[src/rtl/pkg_asteroide.sv]
// Shared definitions for the asteroid spawn scheduler: state codes and the
// LFSR polynomial/seed used to randomise spawn position and heading.
package pkg_asteroide;

   typedef enum logic [3:0] {
      ST_INICIAL         = 4'h0,
      ST_OCIOSO          = 4'h1,
      ST_CARREGA_PERIODO = 4'h2,
      ST_CONTA           = 4'h3,
      ST_SORTEIA         = 4'h4,
      ST_SOLICITA        = 4'h5,
      ST_AGUARDA_FIM     = 4'h6,
      ST_ATUALIZA_NIVEL  = 4'h7,
      ST_PAUSADO         = 4'h8,
      ST_ERRO            = 4'hF
   } estado_t;

   localparam logic [15:0] LFSR_MASCARA   = 16'hB400;
   localparam logic [15:0] SEMENTE_PADRAO = 16'hACE1;

   // One Galois step: shift right and fold the polynomial in when bit 0 leaves
   function automatic logic [15:0] proximoLfsr(input logic [15:0] valorAtual);
      return {1'b0, valorAtual[15:1]} ^ (valorAtual[0] ? LFSR_MASCARA : 16'h0000);
   endfunction

endpackage

[src/rtl/lfsr_asteroide.sv]
// Free-running 16-bit Galois LFSR; advances every clock and restarts from the
// seed on reset. The seed must never be zero or the sequence locks up.
module lfsr_asteroide
   import pkg_asteroide::*;
(
   input  logic        clock,
   input  logic        reset,
   input  logic [15:0] semente,
   output logic [15:0] valor
);

   logic [15:0] valor_q;
   logic [15:0] valor_d;

   assign valor_d = proximoLfsr(valor_q);
   assign valor   = valor_q;

   always_ff @(posedge clock or posedge reset) begin
      if (reset) begin
         valor_q <= semente;
      end else begin
         valor_q <= valor_d;
      end
   end

endmodule

[src/rtl/agendador_asteroide.sv]
// Asteroid spawn scheduler: counts time-base ticks, requests a spawn at a
// random border position, waits for the generator and ramps difficulty.
module agendador_asteroide
   import pkg_asteroide::*;
#(
   parameter int          PERIODO_INICIAL = 50,
   parameter int          PERIODO_MINIMO  = 10,
   parameter int          DECREMENTO      = 5,
   parameter int          N_ONDA          = 8,
   parameter int          TIMEOUT         = 64,
   parameter logic [15:0] SEMENTE         = SEMENTE_PADRAO
)(
   input  logic       clock,
   input  logic       reset,
   input  logic       iniciar,
   input  logic       game_over,
   input  logic       pausa,
   input  logic       tick,
   input  logic       fim_gera_asteroide,
   output logic       gera_asteroide,
   output logic [3:0] pos_x,
   output logic [3:0] pos_y,
   output logic [2:0] direcao,
   output logic [3:0] nivel,
   output logic [7:0] periodo_atual,
   output logic       erro_timeout,
   output logic [3:0] db_estado
);

   localparam logic [7:0]  PERIODO_INI   = 8'(PERIODO_INICIAL);
   localparam logic [7:0]  PERIODO_MIN   = 8'(PERIODO_MINIMO);
   localparam logic [7:0]  PASSO         = 8'(DECREMENTO);
   localparam logic [8:0]  LIMIAR_PASSO  = 9'(PERIODO_MINIMO + DECREMENTO);
   localparam logic [7:0]  TAMANHO_ONDA  = 8'(N_ONDA);
   localparam logic [15:0] LIMITE_ESPERA = 16'(TIMEOUT - 1);

   estado_t     estado_q, estado_d;
   logic [7:0]  tickCnt_q, tickCnt_d;
   logic [7:0]  spawnCnt_q, spawnCnt_d;
   logic [15:0] waitCnt_q, waitCnt_d;
   logic [3:0]  nivel_q, nivel_d;
   logic [7:0]  periodo_q, periodo_d;
   logic [3:0]  posX_q, posX_d;
   logic [3:0]  posY_q, posY_d;
   logic [2:0]  direcao_q, direcao_d;

   logic [15:0] lfsrValor;
   logic [7:0]  spawnNovo;
   logic        unusedLfsrBits;

   lfsr_asteroide uLfsr (
      .clock   (clock),
      .reset   (reset),
      .semente (SEMENTE),
      .valor   (lfsrValor)
   );

   assign spawnNovo      = spawnCnt_q + 8'd1;
   assign unusedLfsrBits = ^{lfsrValor[15:13], lfsrValor[7:4]};

   // Outputs decoded from the state so a reset drops the request immediately
   assign gera_asteroide = (estado_q == ST_SOLICITA);
   assign erro_timeout   = (estado_q == ST_ERRO);
   assign db_estado      = estado_q;
   assign pos_x          = posX_q;
   assign pos_y          = posY_q;
   assign direcao        = direcao_q;
   assign nivel          = nivel_q;
   assign periodo_atual  = periodo_q;

   always_ff @(posedge clock or posedge reset) begin
      if (reset) begin
         estado_q   <= ST_INICIAL;
         tickCnt_q  <= '0;
         spawnCnt_q <= '0;
         waitCnt_q  <= '0;
         nivel_q    <= '0;
         periodo_q  <= PERIODO_INI;
         posX_q     <= '0;
         posY_q     <= '0;
         direcao_q  <= '0;
      end else begin
         estado_q   <= estado_d;
         tickCnt_q  <= tickCnt_d;
         spawnCnt_q <= spawnCnt_d;
         waitCnt_q  <= waitCnt_d;
         nivel_q    <= nivel_d;
         periodo_q  <= periodo_d;
         posX_q     <= posX_d;
         posY_q     <= posY_d;
         direcao_q  <= direcao_d;
      end
   end

   always_comb begin
      estado_d   = estado_q;
      tickCnt_d  = tickCnt_q;
      spawnCnt_d = spawnCnt_q;
      waitCnt_d  = waitCnt_q;
      nivel_d    = nivel_q;
      periodo_d  = periodo_q;
      posX_d     = posX_q;
      posY_d     = posY_q;
      direcao_d  = direcao_q;

      case (estado_q)
         ST_INICIAL: estado_d = ST_OCIOSO;
         ST_OCIOSO: begin
            if (iniciar) estado_d = ST_CARREGA_PERIODO;
         end
         ST_CARREGA_PERIODO: begin
            tickCnt_d = '0;
            estado_d  = ST_CONTA;
         end
         // Pause is checked before tick so a tick arriving with pausa is lost
         ST_CONTA: begin
            if (pausa) begin
               estado_d = ST_PAUSADO;
            end else if (tick) begin
               if (tickCnt_q == periodo_q - 8'd1) estado_d = ST_SORTEIA;
               else tickCnt_d = tickCnt_q + 8'd1;
            end
         end
         ST_PAUSADO: begin
            if (!pausa) estado_d = ST_CONTA;
         end
         // Bit 11 picks a vertical or horizontal border, bit 12 which side
         ST_SORTEIA: begin
            if (!lfsrValor[11]) begin
               posX_d = lfsrValor[12] ? 4'd15 : 4'd0;
               posY_d = lfsrValor[3:0];
            end else begin
               posY_d = lfsrValor[12] ? 4'd15 : 4'd0;
               posX_d = lfsrValor[3:0];
            end
            direcao_d = lfsrValor[10:8];
            estado_d  = ST_SOLICITA;
         end
         ST_SOLICITA: begin
            waitCnt_d = '0;
            estado_d  = ST_AGUARDA_FIM;
         end
         ST_AGUARDA_FIM: begin
            if (fim_gera_asteroide) begin
               spawnCnt_d = spawnNovo;
               estado_d   = (spawnNovo == TAMANHO_ONDA) ? ST_ATUALIZA_NIVEL : ST_CARREGA_PERIODO;
            end else if (waitCnt_q == LIMITE_ESPERA) begin
               estado_d = ST_ERRO;
            end else begin
               waitCnt_d = waitCnt_q + 16'd1;
            end
         end
         // Compare before subtracting so a small period can never wrap
         ST_ATUALIZA_NIVEL: begin
            spawnCnt_d = '0;
            if ({1'b0, periodo_q} >= LIMIAR_PASSO) periodo_d = periodo_q - PASSO;
            else periodo_d = PERIODO_MIN;
            if (nivel_q != 4'd15) nivel_d = nivel_q + 4'd1;
            estado_d = ST_CARREGA_PERIODO;
         end
         ST_ERRO: estado_d = ST_ERRO;
         default: estado_d = ST_ERRO;
      endcase

      if (game_over && (estado_q != ST_INICIAL) && (estado_q != ST_ERRO)) begin
         estado_d   = ST_OCIOSO;
         tickCnt_d  = '0;
         spawnCnt_d = '0;
         nivel_d    = '0;
         periodo_d  = PERIODO_INI;
      end
   end

endmodule

[config.mk]
export PLATFORM = sky130hd
export DESIGN_NAME = agendador_asteroide
export DESIGN_NICKNAME = d
export VERILOG_FILES = /design/src/rtl/pkg_asteroide.sv /design/src/rtl/lfsr_asteroide.sv /design/src/rtl/agendador_asteroide.sv
export SDC_FILE = /design/constraint.sdc
export NUM_CORES = 1
export LEC_CHECK = 0
export ABC_AREA = 1
export CAP_MARGIN = 20
export CORE_MARGIN = 2
export CORE_UTILIZATION = 62
export CTS_BUF_LIST = sky130_fd_sc_hd__clkbuf_16
export DETAILED_ROUTE_END_ITERATION = 8
export PLACE_DENSITY = 0.84
export SLEW_MARGIN = 0
export SYNTH_ARGS = -nofsm -noshare
export SYNTH_HDL_FRONTEND = slang
export SYNTH_SLANG_ARGS = --single-unit
[constraint.sdc]
create_clock -name clock -period 6.2 [get_ports clock]
set_input_delay 1.24 -clock clock [delete_from_list [all_inputs] [get_ports clock]]
set_output_delay 1.24 -clock clock [all_outputs]
set_load 0.02 [all_outputs]
==> reports/results.txt, run 1 <==
Largest net degree at the start of global routing -> 76
CP Data Required Time -> 4.96 ns
Clk Latency, worst-skew pair -> 0.33 ns
Starting Density -> 64.75%
Tcrit/Tclk final -> 53.96%
Setup_tns -> 0 ns
Hold Crit Class -> flip-flop to flip-flop
Ranking of synthesized cells by area -> dfrtp_1 (39%), nand2_1 (12%), dfstp_2 (7.0%)
WL/cell -> 15.21 um
Worst-Margin Slew -> 0.9255 ns
Commonest non-fill, non-tap cell in the layout -> nand2_1
Reg-to-Reg Start -> periodo_atual[0]
Top-level port count -> 36
Crit path launch -> db_estado[3]
Global route total overflow -> 0
Final Hold Slack -> 0.3585 ns
H-tree levels -> 3
DP Area -> 4518 um^2
Max-slew violations -> 0
Die area -> 7339 um^2
DR pass1 iterations -> 5
CP max-delay cell -> clkdlybuf4s50_1
Sequential fraction of the synthesis area -> 45.72%
Peak Freq -> 298.9 MHz
Pwr Density -> 377.9 nW/um^2
CTS tree -> done
Pleak -> 2.183 nW
Crit path time final -> 3.346 ns
CP Capture Point -> gera_asteroide
Hold buffers post-CTS -> 0
CP peak stage delay -> 0.69 ns
Distinct cells, synth -> 43
Reg2reg path depth -> 15
Syn nets -> 523
Post-CTS Setup Bufs -> 0
Worst-path cell chain -> inv_2, nand2_2, nor3_1, clkdlybuf4s50_1
Avg Vias per Cell -> 5.787
Yosys reg bits -> 75
VDD IR max -> 0.3090 mV
Number of port buffers -> 35
Syn avg cell area -> 8.108 um^2
Nets@finish -> 560
Cell family with most CP delay -> buffers and inverters
Clock transition at the registers of the reported paths -> 0.06 ns
Rel. slew slack -> 38.30%
Final instance area -> 4851 um^2
CP max FO -> 5
Worst Path Arrival -> 2.11 ns
Clock skew -> 0.003641 ns
Synth Cell Area -> 4135 um^2
Crit path capture type -> output pin
Post-route setup slack -> 2.854 ns
Layout cells sized above 1 -> 11.05%
Total CTS buffers -> 9
Post-cts sizing count -> 0
WHS Path Cells -> 0
Dpl ws -> 3.205 ns
Clock Tree Root -> clkbuf_16
Final ANT Viol Nets -> 0
Startpoint types -> flip-flop
Unrepaired setup endpoints after global routing -> no
Max-cap violations -> 0
Vias in the first global route -> 3481
Cells after synthesis -> 510
Number of warnings issued by yosys -> 0
DRT iter0 DRCs -> 303
Clock sink count -> 75
Crit Path Class -> flip-flop to output pin
RePlAce Congestion -> 0.8907
Synth-to-Final Area Change -> 17.31%
Reg2Reg Setup Slack -> 3.92 ns
CORE AREA -> 6386 um^2
Global-route wire length before repair -> 16450 um
GR Util All Layers -> 28.28%
Area share of the largest cell type after synthesis -> 38.73%
FP Rows -> 29
Final setup fails -> 0
Routed vias -> 3640
DR DRC count -> 0
Fin. Hold Viols -> 0
Max Root-Sink Buffers -> 2
Die Ht -> 85.67 um
Post-DP HPWL -> 6619 um
Reg2reg end -> tickCnt_q[2]
Die width -> 85.67 um
Most frequent cells in the layout -> nand2_1 (128), dfrtp_1 (64), inv_1 (56), nor2_1 (46), nand3_1 (40)
Status -> completed
Post-synth top area cell -> dfrtp_1
Initial antenna violation count -> 0
N_diodes -> 0
Crit path buffers/inverters -> 2
Final wirelength -> 9568 um
Levels on crit path -> 4
## worst min-delay path by stage
stage                          end           start  slack (ns)
global route        uLfsr.valor[5]  uLfsr.valor[6]        0.36
finish              uLfsr.valor[3]  uLfsr.valor[4]        0.36
CTS                 uLfsr.valor[5]  uLfsr.valor[6]        0.36
detailed placement  uLfsr.valor[3]  uLfsr.valor[4]        0.34
floorplan           uLfsr.valor[3]  uLfsr.valor[4]        0.33
global placement    uLfsr.valor[5]  uLfsr.valor[6]        0.35
## worst reg2reg max path, cell delays in order (launching register included)
cell and delay, ns:
dfrtp_1 0.45, clkinv_1 0.27, ha_1 0.32, inv_1 0.06
nand2_1 0.08, nand3_1 0.09, nand2_1 0.06, inv_1 0.05
nand3_1 0.08, nor2_1 0.15, nand2_1 0.08, nand2_1 0.08
nand2_2 0.07, nand2_4 0.19, nand2_1 0.11, o21ai_2 0.07
## flip-flops by register name (all words and copies together), names as in the netlist
| signal | flops |
|---|---|
| waitCnt_q | 16 |
| spawnCnt_q | 8 |
| pos_x | 4 |
| periodo_atual | 8 |
| nivel | 4 |
| uLfsr.valor | 16 |
| tickCnt_q | 8 |
| pos_y | 4 |
| db_estado | 4 |
| direcao | 3 |
## power breakdown
group	total, mW	internal [mW]	switching, mW
clock network	0.564	0.356	0.208
logic	0.643	0.218	0.425
registers	0.626	0.554	0.0722
total	1.83	1.13	0.705
## routing by layer
| layer | global-route usage (%) | wire [um] | part of all wire (%) | up-vias |
|---|---|---|---|---|
| li1 | - | - | - | 1760 |
| met1 | 41.01 | 4330 | 45 | 1712 |
| met2 | 42.26 | 4346 | 45 | 154 |
| met3 | 6.064 | 759 | 7.9 | 14 |
| met4 | 10.25 | 131 | 1.4 | 0 |
| met5 | 0 | 0 | 0 | - |
## through the flow
step	utilization (%)	instances	power, mW
2_1_floorplan	-	510	1.081
3_3_place_gp	70.75	612	1.240
3_5_place_dp	70.75	612	1.258
4_1_cts	75.84	628	1.832
5_1_grt	75.96	629	1.925
6_report	75.96	629	1.833
## logic make-up after synthesis
logic type / share of synthesized area (%)
DFF: 45.72
muxes: 0.2421
AOI/OAI and AO/OA: 11.17
adders and majority gates: 1.815
and+or+nand+nor: 28.20
xor gates and xnor gates: 5.295
buffers and inverters: 7.564
## synthesized netlist by cell type (all sizes together)
library cell and number:
dfstp 11, buf 5, or2 3, nor2 49, clkbuf 6, xnor2 3
nor4 2, o21ai 25, a211oi 2, nand3 40, o211ai 1, nor3 12
nand3b 2, dfrtp 64, o221ai 1, nor3b 1, inv 61, o22ai 6
a21boi 1, nand2 135, a21o 1, a21oi 10, o31ai 13, xor2 22
mux2i 1, o41ai 1, a31o 1, a31oi 8, clkinv 2, nand4 15
ha 6
## area by class of cell
class,count,area [um^2]
fillers,444,1535
repair buffers,37,365.4
flip-flops and latches,75,1891
well taps,77,96.34
clock buffers,9,225.2
multi-input cells,361,1932
clock inverters,7,100.1
inverters,63,241.5
Power figures use the tool's default switching activity.
==> run 2, diff against run 1 <==
CORE_UTILIZATION = 52   (was 62)
PLACE_DENSITY = 0.75   (was 0.84)
clock period = 2.79 ns   (was 6.2 ns; I/O delays follow)
==> run 2 against run 1 <==
Cell area increased by 0.93%. Critical path depth unchanged. Global-route usage decreased by 4.4 points. Worst setup slack got worse by 2.7 ns. Routed wire length increased by 0.30%. Combinational power increased by 120%. Sequential power increased by 120%. Largest power group unchanged. Highest routed layer unchanged.
==> reports/results.txt, run 2 (synthesis results as in run 1) <==
GR Util All Layers -> 23.84% (was 28.28%)
Worst-Margin Slew -> 0.4368 ns (was 0.9255 ns)
Die Ht -> 93.18 um (was 85.67 um)
Worst hold start -> uLfsr.valor[4] (unchanged)
VDD IR max -> 0.7482 mV (was 0.3090 mV)
Hold buffers post-CTS -> 0 (unchanged)
DR DRC count -> 0 (unchanged)
Final ANT Viol Nets -> 0 (unchanged)
Status -> completed (unchanged)
Hold Crit Class -> flip-flop to flip-flop (unchanged)
Rel. slew slack -> 70.65% (was 38.30%)
Worst-path cell chain -> inv_2, nand2_2, nor3_1, clkdlybuf4s50_1 (unchanged)
N_diodes -> 0 (unchanged)
Crit path launch -> db_estado[3] (unchanged)
Crit Path Class -> flip-flop to output pin (unchanged)
WL/cell -> 14.67 um (was 15.21 um)
Max Root-Sink Buffers -> 2 (unchanged)
Layout cells sized above 1 -> 11.23% (was 11.05%)
Global route total overflow -> 0 (unchanged)
Nets@finish -> 560 (unchanged)
FP Rows -> 32 (was 29)
Crit path buffers/inverters -> 2 (unchanged)
Dpl cells -> 638 (was 612)
Cell family with most CP delay -> buffers and inverters (unchanged)
Fillers -> 651 (was 444)
H-tree levels -> 3 (unchanged)
Clock sink count -> 75 (unchanged)
Crit path time final -> 2.630 ns
Die width -> 93.18 um (was 85.67 um)
Commonest non-fill, non-tap cell in the layout -> nand2_1 (unchanged)
RePlAce Congestion -> 0.8600 (was 0.8907)
Area of the multi-input gates -> 1932 um^2 (unchanged)
Peak Freq -> 380.3 MHz
Pwr Density -> 835.7 nW/um^2 (was 377.9 nW/um^2)
Global-route wire length before repair -> 16250 um (was 16450 um)
Crit path capture type -> output pin (unchanged)
Clock transition at the registers of the reported paths -> 0.06 ns (about the same)
Die area -> 8682 um^2 (was 7339 um^2)
CTS tree -> done (unchanged)
Clock skew -> 0.01122 ns (was 0.003641 ns)
CP peak stage delay -> 0.70 ns (was 0.69 ns)
Setup_tns -> 0 ns (unchanged)
DRT iter0 DRCs -> 211 (was 303)
Unrepaired setup endpoints after global routing -> no (unchanged)
DR pass1 iterations -> 5 (unchanged)
Clk Latency, worst-skew pair -> 0.34 ns (was 0.33 ns)
Post-CTS Setup Bufs -> 0 (unchanged)
Worst Path Arrival -> 2.07 ns (was 2.11 ns)
Clock Tree Root -> clkbuf_16 (unchanged)
CORE AREA -> 7727 um^2 (was 6386 um^2)
Largest net degree at the start of global routing -> 76 (unchanged)
Max-slew violations -> 0 (unchanged)
Number of port buffers -> 35 (unchanged)
CP Data Required Time -> 2.23 ns (was 4.96 ns)
Top-level port count -> 36 (unchanged)
Register area -> 1891 um^2 (unchanged)
Starting Density -> 53.51% (was 64.75%)
Final core utilization -> 63.36% (was 75.96%)
Synth-to-Final Area Change -> 18.40% (was 17.31%)
Startpoint types -> flip-flop (unchanged)
Post-cts sizing count -> 0 (unchanged)
Total CTS buffers -> 9 (unchanged)
Avg Vias per Cell -> 5.518 (was 5.787)
CP max FO -> 5 (unchanged)
Post-DP HPWL -> 6543 um (was 6619 um)
Vias in the first global route -> 3462 (was 3481)
Max-cap violations -> 0 (unchanged)
Final setup fails -> 0 (unchanged)
Tcrit/Tclk final -> 94.25%
Non-Filler Instances -> 654 (was 629)
CP max-delay cell -> clkdlybuf4s50_1 (unchanged)
Initial antenna violation count -> 0 (unchanged)
Routed vias -> 3609 (was 3640)
Pleak -> 2.180 nW (was 2.183 nW)
Final wirelength -> 9597 um (was 9568 um)
Fin. Hold Viols -> 0 (unchanged)
Most frequent cells in the layout -> nand2_1 (128), dfrtp_1 (64), inv_1 (55), nor2_1 (46), nand3_1 (40) (was nand2_1 (128), dfrtp_1 (64), inv_1 (56), nor2_1 (46), nand3_1 (40))
Reg-to-Reg Start -> periodo_atual[0] (unchanged)
[run 2: cell types whose count changed in the layout (fill, tap and decap cells not counted), sizes merged]
cell | before | now
clkinvlp | 1 | 2
inv | 64 | 62
clkinv | 3 | 4
[run 2: power by group]
part	leakage, nW	switching, mW	internal (mW)	total, mW
clock network	0.152	0.479	0.789	1.27
logic	1.04	0.945	0.486	1.43
registers	0.986	0.161	1.23	1.39
[run 2: per-stage QoR]
step	total power [mW]	area, um^2	setup slack, ns	hold slack, ns
2_1_floorplan	2.401	4135	0.3402	0.3312
3_3_place_gp	2.758	4569	0.5716	0.3379
3_5_place_dp	2.799	4569	0.5366	0.3365
4_1_cts	4.099	4896	0.1613	0.3592
5_1_grt	4.300	4896	0.1220	0.3649
6_report	4.091	4896	0.1604	0.3560
[run 2: path summary, 6_finish.rpt]
check / depth (start not counted) / endpoint / slack, ns
worst max-delay path: 4 / gera_asteroide / 0.16
worst min-delay path: 0 / uLfsr.valor[3] / 0.36
worst max register to register: 13 / tickCnt_q[6] / 0.58
worst min register to register: 0 / uLfsr.valor[3] / 0.36
max in group asynchronous: 3 / periodo_atual[5] / 1.80
min in group asynchronous: 3 / tickCnt_q[2] / 0.62
[run 2: worst register-to-register path, stage by stage, from the launching register on]
cell and delay [ns]:
dfrtp_1 0.44, clkinv_1 0.25, ha_1 0.30, nand3_1 0.15, nand3_1 0.09, nand2_1 0.08, nand3_1 0.06, nor2_1 0.18
nand2_1 0.08, nand2_1 0.08, nand2_2 0.07, nand2_4 0.19, nand2_1 0.11, o21ai_2 0.06
[run 2: final cells by class]
cell class / count / area share (%)
tap: 102 / 2.607
inverter: 63 / 4.932
clock inverter: 7 / 2.070
sequential: 75 / 38.61
multi-input combinational: 361 / 39.46
timing repair buffer: 37 / 7.718
clock buffer: 9 / 4.600
[run 2: layer usage]
metal	track usage, %	wire length (um)	up-vias
met2	37.08	4450	133
li1	-	-	1760
met3	5.721	589	23
met5	0	0	-
met1	31.95	4322	1693
met4	10.42	235	0
==> run 3, diff against run 2 <==
SLEW_MARGIN = 25   (was 0)
==> results of run 3 <==
Final layout, timing and power as in run 2 (identical DEF).
